## src/rtl/ahb_slave_mem_pkg.sv

```systemverilog
// Shared AHB encodings and the slave FSM state type.
package Definitions;
    typedef enum logic {OKAY = 1'b0, ERROR = 1'b1} Response_t;
    typedef enum logic [1:0] {IDLE = 2'b00, BUSY = 2'b01, NONSEQ = 2'b10, SEQ = 2'b11} Trans_t;
    typedef enum logic [2:0] {BYTE = 3'b000, HALF = 3'b001, WORD = 3'b010} Size_t;
    typedef enum logic [1:0] {ST_IDLE, ST_WAIT, ST_ERR1, ST_ERR2} state_t;
endpackage

```

## src/rtl/ahb_lane_dec.sv

```systemverilog
// Byte-lane enable decode from transfer size and low address bits (little-endian).
module ahb_lane_dec
    import Definitions::*;
(
    input  logic [2:0] hsize_i,
    input  logic [1:0] addr_i,
    output logic [3:0] lane_en_o
);
    always_comb begin
        lane_en_o = '0;
        case (hsize_i)
            BYTE:    lane_en_o = 4'b0001 << addr_i;
            HALF:    lane_en_o = addr_i[1] ? 4'b1100 : 4'b0011;
            WORD:    lane_en_o = 4'b1111;
            default: lane_en_o = '0;
        endcase
    end
endmodule

```

## src/rtl/ahb_slave_mem.sv

```systemverilog
// AHB-Lite word memory slave with programmable wait states and two-cycle ERROR response.
module ahb_slave_mem
    import Definitions::*;
#(
    parameter int DEPTH       = 64,
    parameter int WAIT_STATES = 1
) (
    input  logic        HCLK,
    input  logic        HRESETn,
    input  logic        HSEL,
    input  logic [31:0] HADDR,
    input  logic        HWRITE,
    input  logic [2:0]  HSIZE,
    input  logic [1:0]  HTRANS,
    input  logic [31:0] HWDATA,
    input  logic        HREADY,
    output logic [31:0] HRDATA,
    output logic        HREADYOUT,
    output Response_t   HRESP
);
    localparam int IW = $clog2(DEPTH);
    localparam int CW = (WAIT_STATES > 0) ? $clog2(WAIT_STATES + 1) : 1;

    state_t          state_q, state_d;
    logic [CW-1:0]   cnt_q, cnt_d;
    logic            pend_q, pend_d;
    logic            write_q;
    logic [IW-1:0]   idx_q;
    logic [3:0]      lanes_q;
    logic [3:0]      lane_en;
    logic [31:0]     mem_q [DEPTH];

    logic accept, take, addr_err, complete;

    ahb_lane_dec u_lane_dec (
        .hsize_i   (HSIZE),
        .addr_i    (HADDR[1:0]),
        .lane_en_o (lane_en)
    );

    assign accept   = HSEL && HREADY && (HTRANS == NONSEQ || HTRANS == SEQ);
    assign take     = accept && (state_q == ST_IDLE);
    assign addr_err = ({2'b00, HADDR[31:2]} >= 32'(DEPTH))
                   || (HSIZE > WORD)
                   || (HSIZE == HALF && HADDR[0])
                   || (HSIZE == WORD && HADDR[1:0] != 2'b00);
    // ST_IDLE with a pending data phase is the completion cycle.
    assign complete = (state_q == ST_IDLE) && pend_q;
    assign HRDATA   = (complete && !write_q) ? mem_q[idx_q] : '0;

    always_comb begin
        state_d   = state_q;
        cnt_d     = cnt_q;
        pend_d    = pend_q;
        HREADYOUT = 1'b1;
        HRESP     = OKAY;
        case (state_q)
            ST_IDLE: begin
                pend_d = 1'b0;
                if (take) begin
                    if (addr_err) begin
                        state_d = ST_ERR1;
                    end else begin
                        pend_d = 1'b1;
                        if (WAIT_STATES > 0) begin
                            state_d = ST_WAIT;
                            cnt_d   = CW'(WAIT_STATES);
                        end
                    end
                end
            end
            ST_WAIT: begin
                HREADYOUT = 1'b0;
                if (cnt_q <= CW'(1)) state_d = ST_IDLE;
                if (cnt_q != '0) cnt_d = cnt_q - CW'(1);
            end
            ST_ERR1: begin
                HREADYOUT = 1'b0;
                HRESP     = ERROR;
                state_d   = ST_ERR2;
            end
            ST_ERR2: begin
                HRESP   = ERROR;
                state_d = ST_IDLE;
            end
            default: state_d = ST_IDLE;
        endcase
    end

    always_ff @(posedge HCLK) begin
        if (!HRESETn) begin
            state_q <= ST_IDLE;
            cnt_q   <= '0;
            pend_q  <= 1'b0;
            write_q <= 1'b0;
            idx_q   <= '0;
            lanes_q <= '0;
            for (int i = 0; i < DEPTH; i++) mem_q[i] <= '0;
        end else begin
            state_q <= state_d;
            cnt_q   <= cnt_d;
            pend_q  <= pend_d;
            // Commit precedes capture, so a pipelined next transfer sees the old registers here.
            if (complete && write_q) begin
                for (int b = 0; b < 4; b++)
                    if (lanes_q[b]) mem_q[idx_q][8*b +: 8] <= HWDATA[8*b +: 8];
            end
            if (take) begin
                write_q <= HWRITE;
                idx_q   <= HADDR[IW+1:2];
                lanes_q <= lane_en;
            end
        end
    end
endmodule

```

## config.mk

```make
export PLATFORM = sky130hd
export DESIGN_NAME = ahb_slave_mem
export DESIGN_NICKNAME = d
export VERILOG_FILES = /design/src/rtl/ahb_slave_mem_pkg.sv /design/src/rtl/ahb_lane_dec.sv /design/src/rtl/ahb_slave_mem.sv
export SDC_FILE = /design/constraint.sdc
export NUM_CORES = 2
export LEC_CHECK = 0
export ABC_AREA = 1
export BUFFER_PORTS_ARGS = -buffer_cell sky130_fd_sc_hd__buf_2
export CAP_MARGIN = 20
export CELL_PAD_IN_SITES_DETAIL_PLACEMENT = 1
export CELL_PAD_IN_SITES_GLOBAL_PLACEMENT = 1
export CORE_UTILIZATION = 25
export DETAILED_ROUTE_END_ITERATION = 10
export PLACE_DENSITY = 0.57
export SKIP_LAST_GASP = 1
export SYNTH_ARGS = -nofsm -noshare
export SYNTH_HDL_FRONTEND = slang
export SYNTH_SLANG_ARGS = --single-unit
```

## constraint.sdc

```tcl
create_clock -name HCLK -period 2.4 [get_ports HCLK]
set_clock_uncertainty 0.1 [all_clocks]
set_input_delay 0.24 -clock HCLK [delete_from_list [all_inputs] [get_ports HCLK]]
set_output_delay 0.24 -clock HCLK [all_outputs]
set_load 0.01 [all_outputs]
```

Yosys cells after proc, flatten, opt, wreduce, memory -nomap -nowiden
Memories as Yosys holds them, arrays and structs flattened. A register that Yosys moved wholly into a read port is not among the register bits. Cells that the tools add are included.

Output and inout port bits: 34. Register bits: 15. Bits in writable memories: 2048. Memories: 1. Logic and storage cells: 81. Input bits: 74.

Multiplexer cells: 37. Shifts and indexed selects: 1. Eq/ne operators: 10. $lt $le $gt $ge: 3. $add $sub $neg: 1. Reductions and logical operators: 22.

Memory list: mem_q (depth 64, width 32, read ports 1, clocked after Yosys merged registers in 1, write ports 64, line ahb_slave_mem.sv:31) `logic [31:0] mem_q [DEPTH];`.

Operators with widths (count): $mux 32 (2); $reduce_or 32->1 (1); $ge 30x7->1 const B (1); $mux 1 (24); $mux 6 (3); $pmux 4 s3 (1); $eq 2x2->1 const B (4); $logic_and 1x1->1 (8); $mux 4 (2); $pmux 2 s4 (1); $mux 2 (3); $ne 2x2->1 const B (3); $logic_or 1x1->1 (4); $reduce_bool 2->1 (2); $reduce_or 2->1 (2); $shl 1x2->4 const A (1); $eq 3x1->1 const B (1); $eq 3x2->1 const B (1); $gt 3x2->1 const B (1); $logic_not 3->1 (1); $reduce_and 3->1 (1); $eq 2x1->1 const B (1); $logic_not 2->1 (1); $pmux 1 s2 (1); 4 further kinds (4).

Longest topological paths before layout
Word-level depth: 8. Gate-level depth with buffers: 14. Depth with buffers taken out: 11.

Modules after synthesis
A second synthesis with hierarchy kept.

Cells, all modules: 9778. Area total of the unflattened synthesis: 94006.4 µm².

Modules (own cells, without submodules): ahb_slave_mem (area each 93910.1 µm², sequential area each 61899.4 µm², cells each 9757, times used 1); ahb_lane_dec (area each 96.3 µm², sequential area each 0.0 µm², cells each 21, times used 1).

Least setup slack after synthesis
Ideal clock, no wire load.

Kind: register to register. Start point: reg state_q[0]. End point: mem mem_q[0][0] (enable). Period minus slack after synthesis: 2.105 ns. Buffers on the path: 1. Data required time: 1.971 ns. Arrival: 1.676 ns. Setup time: 0.329 ns. Stages on the path, launching flop included: 8. Setup slack: 0.295 ns. Cells stage by stage: dfxtp_1 > inv_1 > ha_1 > nand3_2 > nor2_4 > buf_2 > nand2_2 > nand2_1.

RTL lines: start: declaration (line ahb_slave_mem.sv:24) `state_t state_q, state_d;`; start signal: assignment (line ahb_slave_mem.sv:100) `state_q <= state_d;`; end: declaration (line ahb_slave_mem.sv:31).

==> Implementation_results.wiki <==
{| class="wikitable"
! Metric !! Value
|-
| Warning count from the yosys run || 0
|-
| Antenna viol nets, final || 0
|-
| Leak pwr || 46.73 nW
|-
| Register clock-pin slew on the reported worst setup and hold paths || 60 ps
|-
| VDD IR max || 0.6893 mV
|-
| Buffers plus inverters on the worst setup path || 7
|-
| Cells along the critical path || buf_4, buf_12, buf_16, buf_16, buf_8, nand2_1, nand3_2, nand3_1, nand3_1, nand3_2, nand2_1, nor2_1, nor2_1, buf_6, buf_2
|-
| Family of cells with the greatest summed delay on the critical path || buffers and inverters
|-
| Critical path type || reg -> out
|-
| Hold Vio Cnt, Final || 0
|-
| Fraction of the cycle the final worst path needs || 1.494
|-
| Worst hold endpoint || mem_q[27][11]
|-
| Gate Count Post-Synth || 9780
|-
| Fillers || 42363
|-
| Worst Reg-to-Reg Cells || 7
|-
| Crit Reg-Reg Startpoint || idx_q[4]
|-
| Clock network power share || 0.391
|-
| Switching Power || 24.69 mW
|-
| Largest fanout on the critical path || 13
|-
| Min-Delay Startpoint || HWDATA[11]
|-
| First-pass GRT wire length || 528300 um
|-
| Area post-placement || 108600 um^2
|-
| DIE HEIGHT || 615.3 um
|-
| Share of the synthesized area in the top cell type || 0.6540
|-
| Footprint of the flip-flops and latches || 61920 um^2
|-
| Number of global-route vias before repair || 78886
|-
| Endpoint class of the critical path || output port
|-
| Max-cap violations || 0
|-
| Top cells by count, synth || sky130_fd_sc_hd__nand2_1 (2796), sky130_fd_sc_hd__nor2_1 (2226), sky130_fd_sc_hd__edfxtp_1 (2048), sky130_fd_sc_hd__nand3_1 (1766), sky130_fd_sc_hd__clkbuf_1 (313)
|-
| Routed wire length || 364200 um
|-
| Final weighted congestion of routability-driven global placement || 0.8727
|-
| Congestion Overflow GR || 0
|-
| Worst EP required || 2060 ps
|-
| Core area || 373300 um^2
|-
| Internal power summed over all cells || 65.70 mW
|-
| Data arrival time of the critical path || 3250 ps
|-
| Power per standard cell area || 760.3 nW/um^2
|-
| First-iteration detailed-routing DRC count || 6919
|-
| Summed area of non-filler cells in the final layout || 118900 um^2
|-
| Post-Route Hold Slack || 59.96 ps
|-
| Post-synthesis cell area || 94030 um^2
|-
| Class of the most critical hold timing path || in -> reg
|-
| Capturing point of the worst reg2reg path || mem_q[37][25]
|-
| Ranking of synthesized cells by area || sky130_fd_sc_hd__edfxtp_1 (65%), sky130_fd_sc_hd__nand2_1 (11%), sky130_fd_sc_hd__nand3_1 (9.4%), sky130_fd_sc_hd__nor2_1 (8.9%), sky130_fd_sc_hd__buf_2 (1.6%)
|-
| Worst Setup Start Kind || flop
|-
| Clock root buffer || sky130_fd_sc_hd__clkbuf_16
|-
| Number of vias in the routed layout || 75807
|-
| Post-layout net count || 10613
|-
| Clock latency reported for the late side of the worst-skew pair || 920 ps
|-
| Share of the yosys chip area belonging to registers || 0.6583
|-
| DRT Pass-1 Iters || 5
|-
| Maximum number of pins on one net before global-route repair || 74
|-
| Unrepaired setup endpoints after global routing || yes
|-
| EDFF count, synth || 2048
|-
| Slew HR || 0.5126
|-
| Die extent in x || 615.3 um
|-
| Setup violations, final || 436
|-
| Fin crit period || 3586 ps
|-
| Crit-path slowest cell || sky130_fd_sc_hd__dfxtp_4
|-
| Clock sinks || 2068
|-
| TritonCTS clock tree || built
|-
| Final worst setup slack || -1186 ps
|-
| Layout cell share with drive strength beyond 1 || 0.1634
|-
| Syn avg cell area || 9.615 um^2
|-
| Number of max-slew violations in the final report || 0
|-
| I/O pin cnt || 108
|-
| Multi-input combinational cell area || 29540 um^2
|-
| Most used DFF post-synth || sky130_fd_sc_hd__edfxtp_1
|-
| Fraction of synthesis flops using an asynchronous set or reset pin || 0
|-
| Clock tree buffer depth || 4
|-
| Routed wirelength normalized by instance count || 23.21 um
|-
| Number of distinct library cells after synthesis || 28
|-
| Non-filler instance count after layout || 15693
|-
| Total of buffers placed on input and output ports || 106
|-
| Number of antenna violations at the first check in global routing || 31
|-
| Total Die Area || 378600 um^2
|-
| Area growth from synthesis to layout || 26.42%
|-
| Result of the run || finished with violations
|-
| Starting utilization of the core area || 0.2519
|-
| Row count || 224
|-
| Flip-flop and latch count after synthesis || 2068
|-
| Share of total power consumed by net switching || 0.2731
|-
| Half-perimeter wire length of the detailed placement result || 242400 um
|-
| Via density || 4.831
|-
| # DRC || 0
|-
| Most frequently used cell type in the post-synthesis netlist || sky130_fd_sc_hd__nand2_1
|-
| Number of clock buffers inserted by TritonCTS || 229
|-
| Post-Syn Nets || 9858
|-
| Number of instances in the placed design || 15151
|-
| Delay contributed by the slowest stage of the critical path || 460 ps
|-
| Hold-critical path depth || 4
|-
| Top cell type by total area after synthesis || sky130_fd_sc_hd__edfxtp_1
|-
| Minimum setup slack among reg-to-reg paths || -260 ps
|-
| Sequential Power Share || 0.457
|-
| Total global routing track utilization || 0.1864
|-
| Slew at the pin with the worst max-slew slack || 728.4 ps
|-
| Violated checks || negative setup slack
|-
| H-tree levels || 4
|-
| Post-placement worst setup slack || -824.6 ps
|-
| Combinational power share || 0.153
|-
| Max Fclk || 278.8 MHz
|}
per-layer routing:
metal  vias up  GRT usage  share of wire
li1      34482          -              -
met1     38714     0.2540           0.44
met2      2081     0.3107           0.47
met3       528    0.02062          0.057
met4         2    0.05631          0.031
met5         -          0       0.000027
sequential cells by signal, indices dropped and copies added (netlist names), named ones only:
name,flops
idx_q,6
lanes_q,4
mem_q,2048
pend_q,1
state_q,2
write_q,1
worst max-delay path by stage:
stage                     startpoint          end  slack (ps)  cells after the start
after global placement          flop   HRDATA[14]        -740                     13
after CTS                       flop    HRDATA[0]       -1240                     14
final                           flop    HRDATA[1]       -1190                     15
after detailed placement        flop   HRDATA[14]        -820                     13
after floorplan           state_q[0]  mem_q[0][0]         290                      7
after global routing            flop    HRDATA[1]       -1330                     15
final cells by class:
cell class,instances,share of cell area
flip-flops and latches,2068,0.5209
multi-input cells,6954,0.2485
repair buffers,1214,0.1136
well taps,4972,0.05233
clock buffers,279,0.05032
clock inverters,130,0.01073
inverters,63,0.002484
repair inverters,5,0.0009473
diodes,8,0.0001684
power groups by stage:
stage               clock network, mW  registers (mW)  logic [mW]
floorplan                           0            41.8        6.55
global placement                    0            42.0        12.4
detailed placement                  0            42.0        12.5
CTS                              36.0            41.3        13.3
global route                     37.1            41.4        14.8
finish                           35.3            41.3        13.8
worst min-delay path, cell delays in order:
cell	delay, ps
sky130_fd_sc_hd__buf_2	190
sky130_fd_sc_hd__clkinv_2	100
sky130_fd_sc_hd__buf_12	240
sky130_fd_sc_hd__nor2_1	150
layout by cell type, fill, tap and decap left out, types with 30 or more instances in the layout:
| cell type | instances |
|---|---|
| sky130_fd_sc_hd__buf_6 | 30 |
| sky130_fd_sc_hd__dlygate4sd3_1 | 60 |
| sky130_fd_sc_hd__clkinv_2 | 41 |
| sky130_fd_sc_hd__buf_4 | 694 |
| sky130_fd_sc_hd__edfxtp_1 | 2048 |
| sky130_fd_sc_hd__nand3_2 | 107 |
| sky130_fd_sc_hd__nand2_1 | 2756 |
| sky130_fd_sc_hd__nand2_2 | 70 |
| sky130_fd_sc_hd__nor2_1 | 2194 |
| sky130_fd_sc_hd__clkbuf_16 | 242 |
| sky130_fd_sc_hd__buf_2 | 103 |
| sky130_fd_sc_hd__buf_12 | 277 |
| sky130_fd_sc_hd__o21ai_0 | 45 |
| sky130_fd_sc_hd__nand3_1 | 1658 |
| sky130_fd_sc_hd__clkinv_1 | 50 |
| sky130_fd_sc_hd__clkbuf_1 | 47 |
through the flow:
| step | TNS (ps) | total power, mW | utilization |
|---|---|---|---|
| floorplan | 0 | 48.34 | - |
| global placement | -16540 | 54.34 | 0.2908 |
| detailed placement | -20890 | 54.54 | 0.2908 |
| CTS | -60330 | 90.58 | 0.3157 |
| global route | -152620 | 93.25 | 0.3184 |
| finish | -62460 | 90.39 | 0.3184 |
repair_timing:
action	CTS	global route
gates cloned	17	12
buffers inserted	29	10
pin swaps	14	29
hold buffers	60	0
endpoints found under the hold margin	1589	0
resized for setup	148	160
setup endpoints to repair	378	1398
logic make-up (layout without fill, tap and decap cells):
| logic type | after synthesis | in the layout | share of synthesized area |
|---|---|---|---|
| AO/OA/AOI/OAI | 117 | 117 | 0.006667 |
| adder cells (fa/ha/maj) | 4 | 4 | 0.0005323 |
| buffers and inverters | 758 | 1691 | 0.03685 |
| flip-flops | 2068 | 2068 | 0.6583 |
| other | 0 | 8 | 0 |
| AND/OR/NAND/NOR | 6833 | 6833 | 0.2977 |
No activity file was read; power rests on OpenSTA's default activity.
